### config.mk
export PLATFORM = sky130hd
export DESIGN_NAME = dac_sample_scheduler
export DESIGN_NICKNAME = d
export VERILOG_FILES = /design/src/rtl/dac_sample_scheduler.sv
export SDC_FILE = /design/constraint.sdc
export NUM_CORES = 1
export LEC_CHECK = 0
export ABC_AREA = 0
export BUFFER_PORTS_ARGS = -buffer_cell sky130_fd_sc_hd__buf_2
export CAP_MARGIN = 20
export CORE_MARGIN = 2
export CORE_UTILIZATION = 30
export CTS_CLUSTER_SIZE = 25
export DETAILED_ROUTE_END_ITERATION = 7
export GPL_ROUTABILITY_DRIVEN = 1
export GPL_TIMING_DRIVEN = 0
export PLACE_DENSITY = 0.47
export SLEW_MARGIN = 15
export SYNTH_ARGS = -nofsm -noshare
export SYNTH_HDL_FRONTEND = slang
export SYNTH_SLANG_ARGS = --single-unit
### constraint.sdc
create_clock -name clk -period 2.42 [get_ports clk]
set_input_delay 0.363 -clock clk [delete_from_list [all_inputs] [get_ports clk]]
set_output_delay 0.363 -clock clk [all_outputs]
set_load 0.01 [all_outputs]
### src/rtl/dac_sample_scheduler.sv
// Paces host PCM samples into the filter/DAC datapath: one sample every osr_i+1 cycles,
// with a small FIFO, priming, underrun, mute and enable sequencing.
module dac_sample_scheduler #(
    parameter int BW    = 16,
    parameter int DEPTH = 4,
    parameter int OSR_W = 8
) (
    input  logic                     clk,
    input  logic                     rst_i,
    input  logic                     en_i,
    input  logic                     mute_i,
    input  logic [OSR_W-1:0]         osr_i,
    input  logic [BW-1:0]            s_data_i,
    input  logic                     s_valid_i,
    output logic                     s_ready_o,
    output logic [BW-1:0]            dac_sample_o,
    output logic                     sample_tick_o,
    output logic                     underrun_o,
    output logic [$clog2(DEPTH):0]   level_o,
    output logic [1:0]               state_o
);
    localparam int PW = $clog2(DEPTH);
    localparam int LW = PW + 1;

    typedef enum logic [1:0] {IDLE = 2'd0, PRIME = 2'd1, RUN = 2'd2} state_t;

    state_t           state;
    logic [OSR_W-1:0] cnt;
    logic [BW-1:0]    mem [DEPTH];
    logic [PW-1:0]    wptr, rptr;
    logic             push, pop, slot, empty;

    assign s_ready_o = (level_o != LW'(DEPTH));
    assign empty     = (level_o == '0);
    assign push      = s_valid_i && s_ready_o;
    // A slot is abandoned when en_i drops in the same cycle.
    assign slot      = (state == RUN) && en_i && (cnt == '0);
    assign pop       = slot && !empty;
    assign state_o   = state;

    always_ff @(posedge clk) begin
        if (push && !rst_i)
            mem[wptr] <= s_data_i;
    end

    always_ff @(posedge clk) begin
        if (rst_i) begin
            state         <= IDLE;
            cnt           <= '0;
            wptr          <= '0;
            rptr          <= '0;
            level_o       <= '0;
            dac_sample_o  <= '0;
            sample_tick_o <= 1'b0;
            underrun_o    <= 1'b0;
        end else begin
            sample_tick_o <= 1'b0;
            underrun_o    <= 1'b0;

            if (push) wptr <= wptr + PW'(1);
            if (pop)  rptr <= rptr + PW'(1);
            case ({push, pop})
                2'b10:   level_o <= level_o + LW'(1);
                2'b01:   level_o <= level_o - LW'(1);
                default: ;
            endcase

            case (state)
                IDLE: begin
                    cnt          <= '0;
                    dac_sample_o <= '0;
                    if (en_i) state <= PRIME;
                end
                PRIME: begin
                    if (!en_i) begin
                        state        <= IDLE;
                        dac_sample_o <= '0;
                    end else if (level_o >= LW'(2)) begin
                        state <= RUN;
                        cnt   <= osr_i;
                    end
                end
                RUN: begin
                    if (!en_i) begin
                        state        <= IDLE;
                        cnt          <= '0;
                        dac_sample_o <= '0;
                    end else if (cnt == '0) begin
                        cnt <= osr_i;
                        if (!empty) begin
                            dac_sample_o  <= mute_i ? '0 : mem[rptr];
                            sample_tick_o <= 1'b1;
                        end else begin
                            if (mute_i) dac_sample_o <= '0;
                            underrun_o <= 1'b1;
                        end
                    end else begin
                        cnt <= cnt - OSR_W'(1);
                    end
                end
                default: begin
                    state        <= IDLE;
                    dac_sample_o <= '0;
                end
            endcase
        end
    end
endmodule
==> results of run 1 <==
## power breakdown
group | total (uW) | switching (uW) | internal, uW
registers | 1900 | 26.2 | 1880
clock network | 1500 | 604 | 897
logic | 328 | 185 | 143
total | 3730 | 815 | 2920
## cell families (layout without fill, tap and decap cells)
group / count (synthesis) / count (layout) / share of synthesized area (%)
AOI/OAI and AO/OA: 41 / 41 / 6.95
xor gates and xnor gates: 5 / 5 / 1.01
adders and majority gates: 12 / 12 / 3.65
buffers and inverters: 30 / 110 / 3.56
DFF: 101 / 101 / 61.6
muxes: 34 / 34 / 12.5
other: 0 / 1 / 0
and+or+nand+nor: 88 / 88 / 10.7
## how the worst max path moves through the flow
stage          startpoint          to  slack, ps  depth (start not counted)
2_1_floorplan      cnt[0]  level_o[2]         30                         11
3_3_place_gp       cnt[0]  level_o[2]       -270                         11
3_5_place_dp       cnt[0]  level_o[2]       -310                         11
4_1_cts            cnt[1]  level_o[2]          5                         11
5_1_grt            cnt[0]  level_o[2]        -10                         11
6_report           cnt[0]  level_o[2]        140                         11
## stage by stage
step	setup TNS (ps)	cells	area (um2)	total power (uW)
after floorplan	0	311	4330	2150
after global placement	-404	542	4810	2250
after detailed placement	-464	542	4810	2260
after CTS	0	564	5190	3770
after global routing	-11.1	571	5280	3880
final	0	572	5280	3730
## registers in the layout, summed over array words and instances, names as in the netlist, named ones only
name and cells:
state_o 2, mem 64, level_o 3, sample_tick_o 1
wptr 2, rptr 2, underrun_o 1, cnt 8
dac_sample_o 16
## critical path, stage by stage (launching register included)
cell	delay, ps
sky130_fd_sc_hd__dfxtp_4	350
sky130_fd_sc_hd__inv_4	60
sky130_fd_sc_hd__ha_4	130
sky130_fd_sc_hd__nor4b_4	260
sky130_fd_sc_hd__nand4_1	190
sky130_fd_sc_hd__inv_1	90
sky130_fd_sc_hd__ha_2	180
sky130_fd_sc_hd__inv_1	50
sky130_fd_sc_hd__fa_2	330
sky130_fd_sc_hd__xor2_1	150
sky130_fd_sc_hd__or3_1	300
sky130_fd_sc_hd__a21oi_1	120
## routing by layer
metal | part of all wire, % | GRT usage, % | up-vias
li1 | - | - | 1310
met1 | 45 | 15.4 | 1274
met2 | 49 | 20.3 | 54
met3 | 4.8 | 2.79 | 9
met4 | 1.5 | 4.92 | 0
met5 | 0 | 0 | -
## cell usage in the layout (no fill, tap or decap), types with 13 or more instances in the layout
cell,count
sky130_fd_sc_hd__buf_2,54
sky130_fd_sc_hd__buf_4,13
sky130_fd_sc_hd__dfxtp_1,32
sky130_fd_sc_hd__edfxtp_1,64
sky130_fd_sc_hd__inv_1,14
sky130_fd_sc_hd__mux2i_1,18
sky130_fd_sc_hd__mux4_2,16
sky130_fd_sc_hd__nand2_1,41
sky130_fd_sc_hd__nor2_1,13
## layout make-up
type	instances	area, um2	share of cell area (%)
antenna	1	2.50	0.0474
buffer	13	93.8	1.78
clock buffer	12	268	5.07
clock inverter	4	52.6	0.995
inverter	17	68.8	1.30
multi-input combinational	180	1540	29.2
sequential	101	2680	50.7
tap	180	225	4.26
timing repair buffer	64	353	6.68
## timing repair
| action | 4_1_cts | 5_1_grt |
|---|---|---|
| endpoints found under the setup margin | 2 | 4 |
| resized for setup | 6 | 13 |
| buffers inserted | 6 | 7 |
| pin swaps | 1 | 3 |
| cloned | 0 | 0 |
==> results.md, run 1 <==
- Reg-to-Reg Start: cnt[0]
- Most used flip-flop cell after synthesis: sky130_fd_sc_hd__edfxtp_1
- Required time of the worst setup path: 2680 ps
- Yosys top cell by area: sky130_fd_sc_hd__edfxtp_1
- Leading post-synthesis cells by cell area: sky130_fd_sc_hd__edfxtp_1 44%, sky130_fd_sc_hd__dfxtp_1 17%, sky130_fd_sc_hd__mux4_2 8.3%, sky130_fd_sc_hd__mux2i_1 4.2%, sky130_fd_sc_hd__nand2_1 3.7%
- Critical Path Sink Type: flop
- # clock sinks: 101
- Layout cell share with drive strength beyond 1: 32.5%
- First-pass iteration count of the detailed router: 4
- Number of different library cells in the post-synthesis netlist: 56
- Depth of the most critical reg-to-reg path: 11
- Row Count: 43
- Cell Area, Synth: 0.00432 mm2
- Number of nets with antenna violations after routing: 0
- RSZ-0062 raised after global routing: true
- Post-Synthesis Cells: 311
- Capturing point of the worst reg2reg path: level_o[2]
- Avg Synthesized Cell Area: 13.9 um2
- Number of H-tree branching levels: 3
- Tmin final: 2280 ps
- Share of the yosys chip area belonging to registers: 61.6%
- Yosys warning count: 0
- Initial antenna violation count: 1
- Dominant cell by count in the synthesized netlist: sky130_fd_sc_hd__edfxtp_1
- # port buffers: 51
- Final slew viol count: 0
- Number of enable-type register cells in the synthesized netlist: 64
- Leakage power of the design: 0.00205 uW
- Arrival time of data at the critical path endpoint: 2550 ps
- Mean number of vias per cell: 4.63
- Clock Tree Buf Depth: 2
- Via count of the first global-routing pass: 2626
- Clock tree root buffer cell: sky130_fd_sc_hd__clkbuf_16
- Net count of the mapped netlist: 352
- Worst slack after detailed placement: -309 ps
- Max-cap violations: 0
- HPWL after DPL: 6030 um
- Total core area: 0.0140 mm2
- Timing-limited maximum frequency: 438 MHz
- Hold worst-path end: mem[1][10]
- Net count, final: 427
- Die Y-Extent: 124 um
- Io pins: 53
- Clock latency at the later pin of the worst-skew pair: 330 ps
- Maximum vdd ir drop: 0.000318 V
- Final period util: 94.4%
- Worst min path class: in2reg
- Hold Fails Final Rpt: 0
- Gp weighted congestion: 0.832
- TritonCTS clock tree: done
- Pin count of the biggest net entering global routing: 18
- Inserted Clock Buffers: 9
- Critical path peak fanout: 3
- Worst setup path category: reg2reg
- 1st-iter DRT viols: 256
- Final Core Density: 37.8%
- Count of cells along the worst hold path: 1
- Top cell types by occurrence after synthesis: 64 x sky130_fd_sc_hd__edfxtp_1, 42 x sky130_fd_sc_hd__nand2_1, 37 x sky130_fd_sc_hd__dfxtp_1
- Share of async-settable or async-resettable flops after synthesis: 0%
- X dimension of the die: 124 um
- Wire per inst: 15.5 um
- Clock transition at the registers of the reported paths: 70 ps
- Total Wirelength: 8890 um
- Start point of the worst min-delay path: s_data_i[10]
- Power per standard cell area: 706 mW/mm2
- Max-Slew Margin vs Limit: 38.1%
- Post-synthesis to final-layout area growth: 22.3%
- Final count of negative-setup-slack endpoints: 0
- Top-area cell type share of the netlist area: 44.5%
- Fillers: 1374
- Final worst clock skew: 8.30 ps
- Setup slack on the worst flop-to-flop path: 140 ps
- Drt drc: 0
- Hold-fix buffer count after cts: 0
- Status: finished, final reports clean
- Post-route setup slack: 136 ps
- Number of flip-flops and latches in the synthesized netlist: 101
- Global-route wire length before repair: 13800 um
- Total via count in the routed design: 2647
- Worst setup SP type: flop
- Total GRT Usage: 12.2%
- Die Footprint: 0.0154 mm2
- Initial Util: 30.9%
- Minimum hold slack: 238 ps
- Total congestion overflow after global routing: 0
- Transition time at the pin with the least slew margin: 923 ps
Note: power is estimated with default switching activity, not from simulation.
==> run 2: changes to the inputs <==
--- a/config.mk
+++ b/config.mk
@@ -13,7 +13,6 @@
 export CTS_CLUSTER_SIZE = 25
 export DETAILED_ROUTE_END_ITERATION = 7
 export GPL_ROUTABILITY_DRIVEN = 1
-export GPL_TIMING_DRIVEN = 0
 export PLACE_DENSITY = 0.47
 export SLEW_MARGIN = 15
 export SYNTH_ARGS = -nofsm -noshare
==> run 2 against run 1 <==
Effect of this change:
- fmax increased by 0.57%
- clock skew down 1.8 ps
- cell count fell by 0.87%
- setup slack improved by 13 ps
- register-to-register slack barely moved
- die area is the same
- sequential power is essentially flat
- count of clock-buffer cells in the layout shrank 2
- global-route usage rose by 0.91 points
- largest power group unchanged
- highest routed layer unchanged
==> results.md, run 2 (synthesis gave the netlist of run 1 again) <==
- Final period util: 93.9%
- Arrival time of data at the critical path endpoint: 2560 ps
- TritonCTS clock tree: done
- X dimension of the die: 124 um
- # clock sinks: 101
- Setup slack on the worst flop-to-flop path: 150 ps
- Maximum vdd ir drop: 0.000370 V
- Top register by number of flip-flops: mem
- Worst min path class: in2reg
- Launch point of the worst path: cnt[1]
- Initial antenna violation count: 0
- Worst setup SP type: flop
- Hold Fails Final Rpt: 0
- Minimum hold slack: 232 ps
- Net count, final: 423
- Critical path peak fanout: 4
- Final worst clock skew: 6.46 ps
- Crit path to: level_o[2]
- Clock transition at the registers of the reported paths: 70 ps
- Drt drc: 0
- Worst setup path category: reg2reg
- Total core area: 0.0140 mm2
- Post-synthesis to final-layout area growth: 20.6%
- Clock tree root buffer cell: sky130_fd_sc_hd__clkbuf_16
- Total congestion overflow after global routing: 0
- Fillers: 1391
- HPWL after DPL: 6250 um
- Highest-count cells in the layout ignoring fill and taps: 64 x sky130_fd_sc_hd__edfxtp_1, 52 x sky130_fd_sc_hd__buf_2, 42 x sky130_fd_sc_hd__nand2_1, 34 x sky130_fd_sc_hd__dfxtp_1, 21 x sky130_fd_sc_hd__buf_4
- Layout cell share with drive strength beyond 1: 32.8%
- Tmin final: 2270 ps
- Transition time at the pin with the least slew margin: 598 ps
- Final Core Density: 37.2%
- Critical Path, Cell by Cell: inv_4 -> ha_4 -> nor4b_4 -> nand4_1 -> inv_2 -> ha_4 -> inv_2 -> fa_2 -> xor2_1 -> or3_1 -> a21oi_1
- Die Footprint: 0.0154 mm2
- Max-Slew Margin vs Limit: 60.1%
- Timing-limited maximum frequency: 440 MHz
- Inserted Clock Buffers: 9
- Capturing point of the worst reg2reg path: level_o[2]
- Number of antenna cells inserted: 0
- Number of flip-flops in the largest register: 64
- Registers with the highest flip-flop counts: mem: 64 flops, dac_sample_o: 16 flops, cnt: 8 flops
- Critical Path Sink Type: flop
- Slowest-stage cell, CP: sky130_fd_sc_hd__dfxtp_4
- Total via count in the routed design: 2691
- Hold-fix buffer count after cts: 0
- Row Count: 43
- Number of nets with antenna violations after routing: 0
- Total Wirelength: 9340 um
- Die Y-Extent: 124 um
- Status: finished, final reports clean
- Required time of the worst setup path: 2700 ps
- Total power: 3680 uW
- Number of H-tree branching levels: 3
- Clock latency at the later pin of the worst-skew pair: 350 ps
- Slowest cell delay on critical path: 360 ps
- Total GRT Usage: 13.1%
- Worst path depth: 11
- Final slew viol count: 0
- Leakage power of the design: 0.00202 uW
- Io pins: 53
- Depth of the most critical reg-to-reg path: 11
- Via count of the first global-routing pass: 2706
- Clock Tree Buf Depth: 2
- Cell family with the largest share of critical-path delay: simple AND/OR/NAND/NOR gates
- Power per standard cell area: 706 mW/mm2
- Global-route wire length before repair: 14600 um
- # port buffers: 52
- Pin count of the biggest net entering global routing: 18
- Number of buffer and inverter stages on the critical path: 3
- Gp weighted congestion: 0.839
- 1st-iter DRT viols: 163
- Setup tns final: 0 ps
- Leading cell type in the layout, fill and taps excluded: sky130_fd_sc_hd__edfxtp_1
- Max-cap violations: 0
- Wire per inst: 16.5 um
- First-pass iteration count of the detailed router: 4
- Final count of negative-setup-slack endpoints: 0
- Reg-to-Reg Start: cnt[1]
- Initial Util: 30.9%
- Mean number of vias per cell: 4.75
==> run 2: worst min-delay path by stage <==
stage | startpoint | end | slack (ps) | depth (start not counted)
after floorplan | rptr[1] | flop | 460 | 2
after global placement | dac_sample_o[9] | dac_sample_o[9] | 440 | 2
after detailed placement | dac_sample_o[5] | dac_sample_o[5] | 450 | 2
after CTS | s_data_i[10] | mem[1][10] | 220 | 1
after global routing | s_data_i[10] | mem[3][10] | 220 | 1
final | s_data_i[10] | mem[1][10] | 230 | 1
==> run 2: per-stage QoR <==
step	instance area [um2]	std cells	setup slack (ps)
after floorplan	4330	311	31.7
after global placement	4870	550	90.5
after detailed placement	4870	550	51.7
after CTS	5170	566	30.0
after global routing	5210	567	-3.73
final	5210	567	149
==> run 2: layout make-up <==
class                   count  area, um2  area share, %
clock buffers              10        229           4.40
clock inverters             6       68.8           1.32
inverters                  17       66.3           1.27
multi-input cells         180       1530           29.4
flip-flops and latches    101       2670           51.2
well taps                 180        225           4.32
repair buffers             73        418           8.02
==> run 2: layer usage <==
metal  global-route usage, %  share of wire, %  vias up
met5                       0                 0        -
met4                    7.16               2.5        0
li1                        -                 -     1305
met1                    16.1                45     1322
met2                    21.8                48       50
met3                    2.43               4.2       14
==> run 2: where the power goes <==
group          internal [uW]  leakage (uW)  total [uW]  switching (uW)
sequential              1880      0.000882        1900            24.0
clock                    812      0.000144        1450             642
combinational            140      0.000998         326             186
==> run 2: timing repair <==
action                                  CTS  global route
endpoints found under the hold margin     0             0
gates resized for setup                   0            12
buffers inserted                          0             1
endpoints found under the setup margin    0             1
==> run 2: worst register-to-register path: cells and delay by family, from the launching register on <==
family	cells	cell delay, ps
xor+xnor	1	150
fa+ha+maj	3	600
simple gates	3	780
flops	1	360
buf+inv	3	210
compound gates	1	120
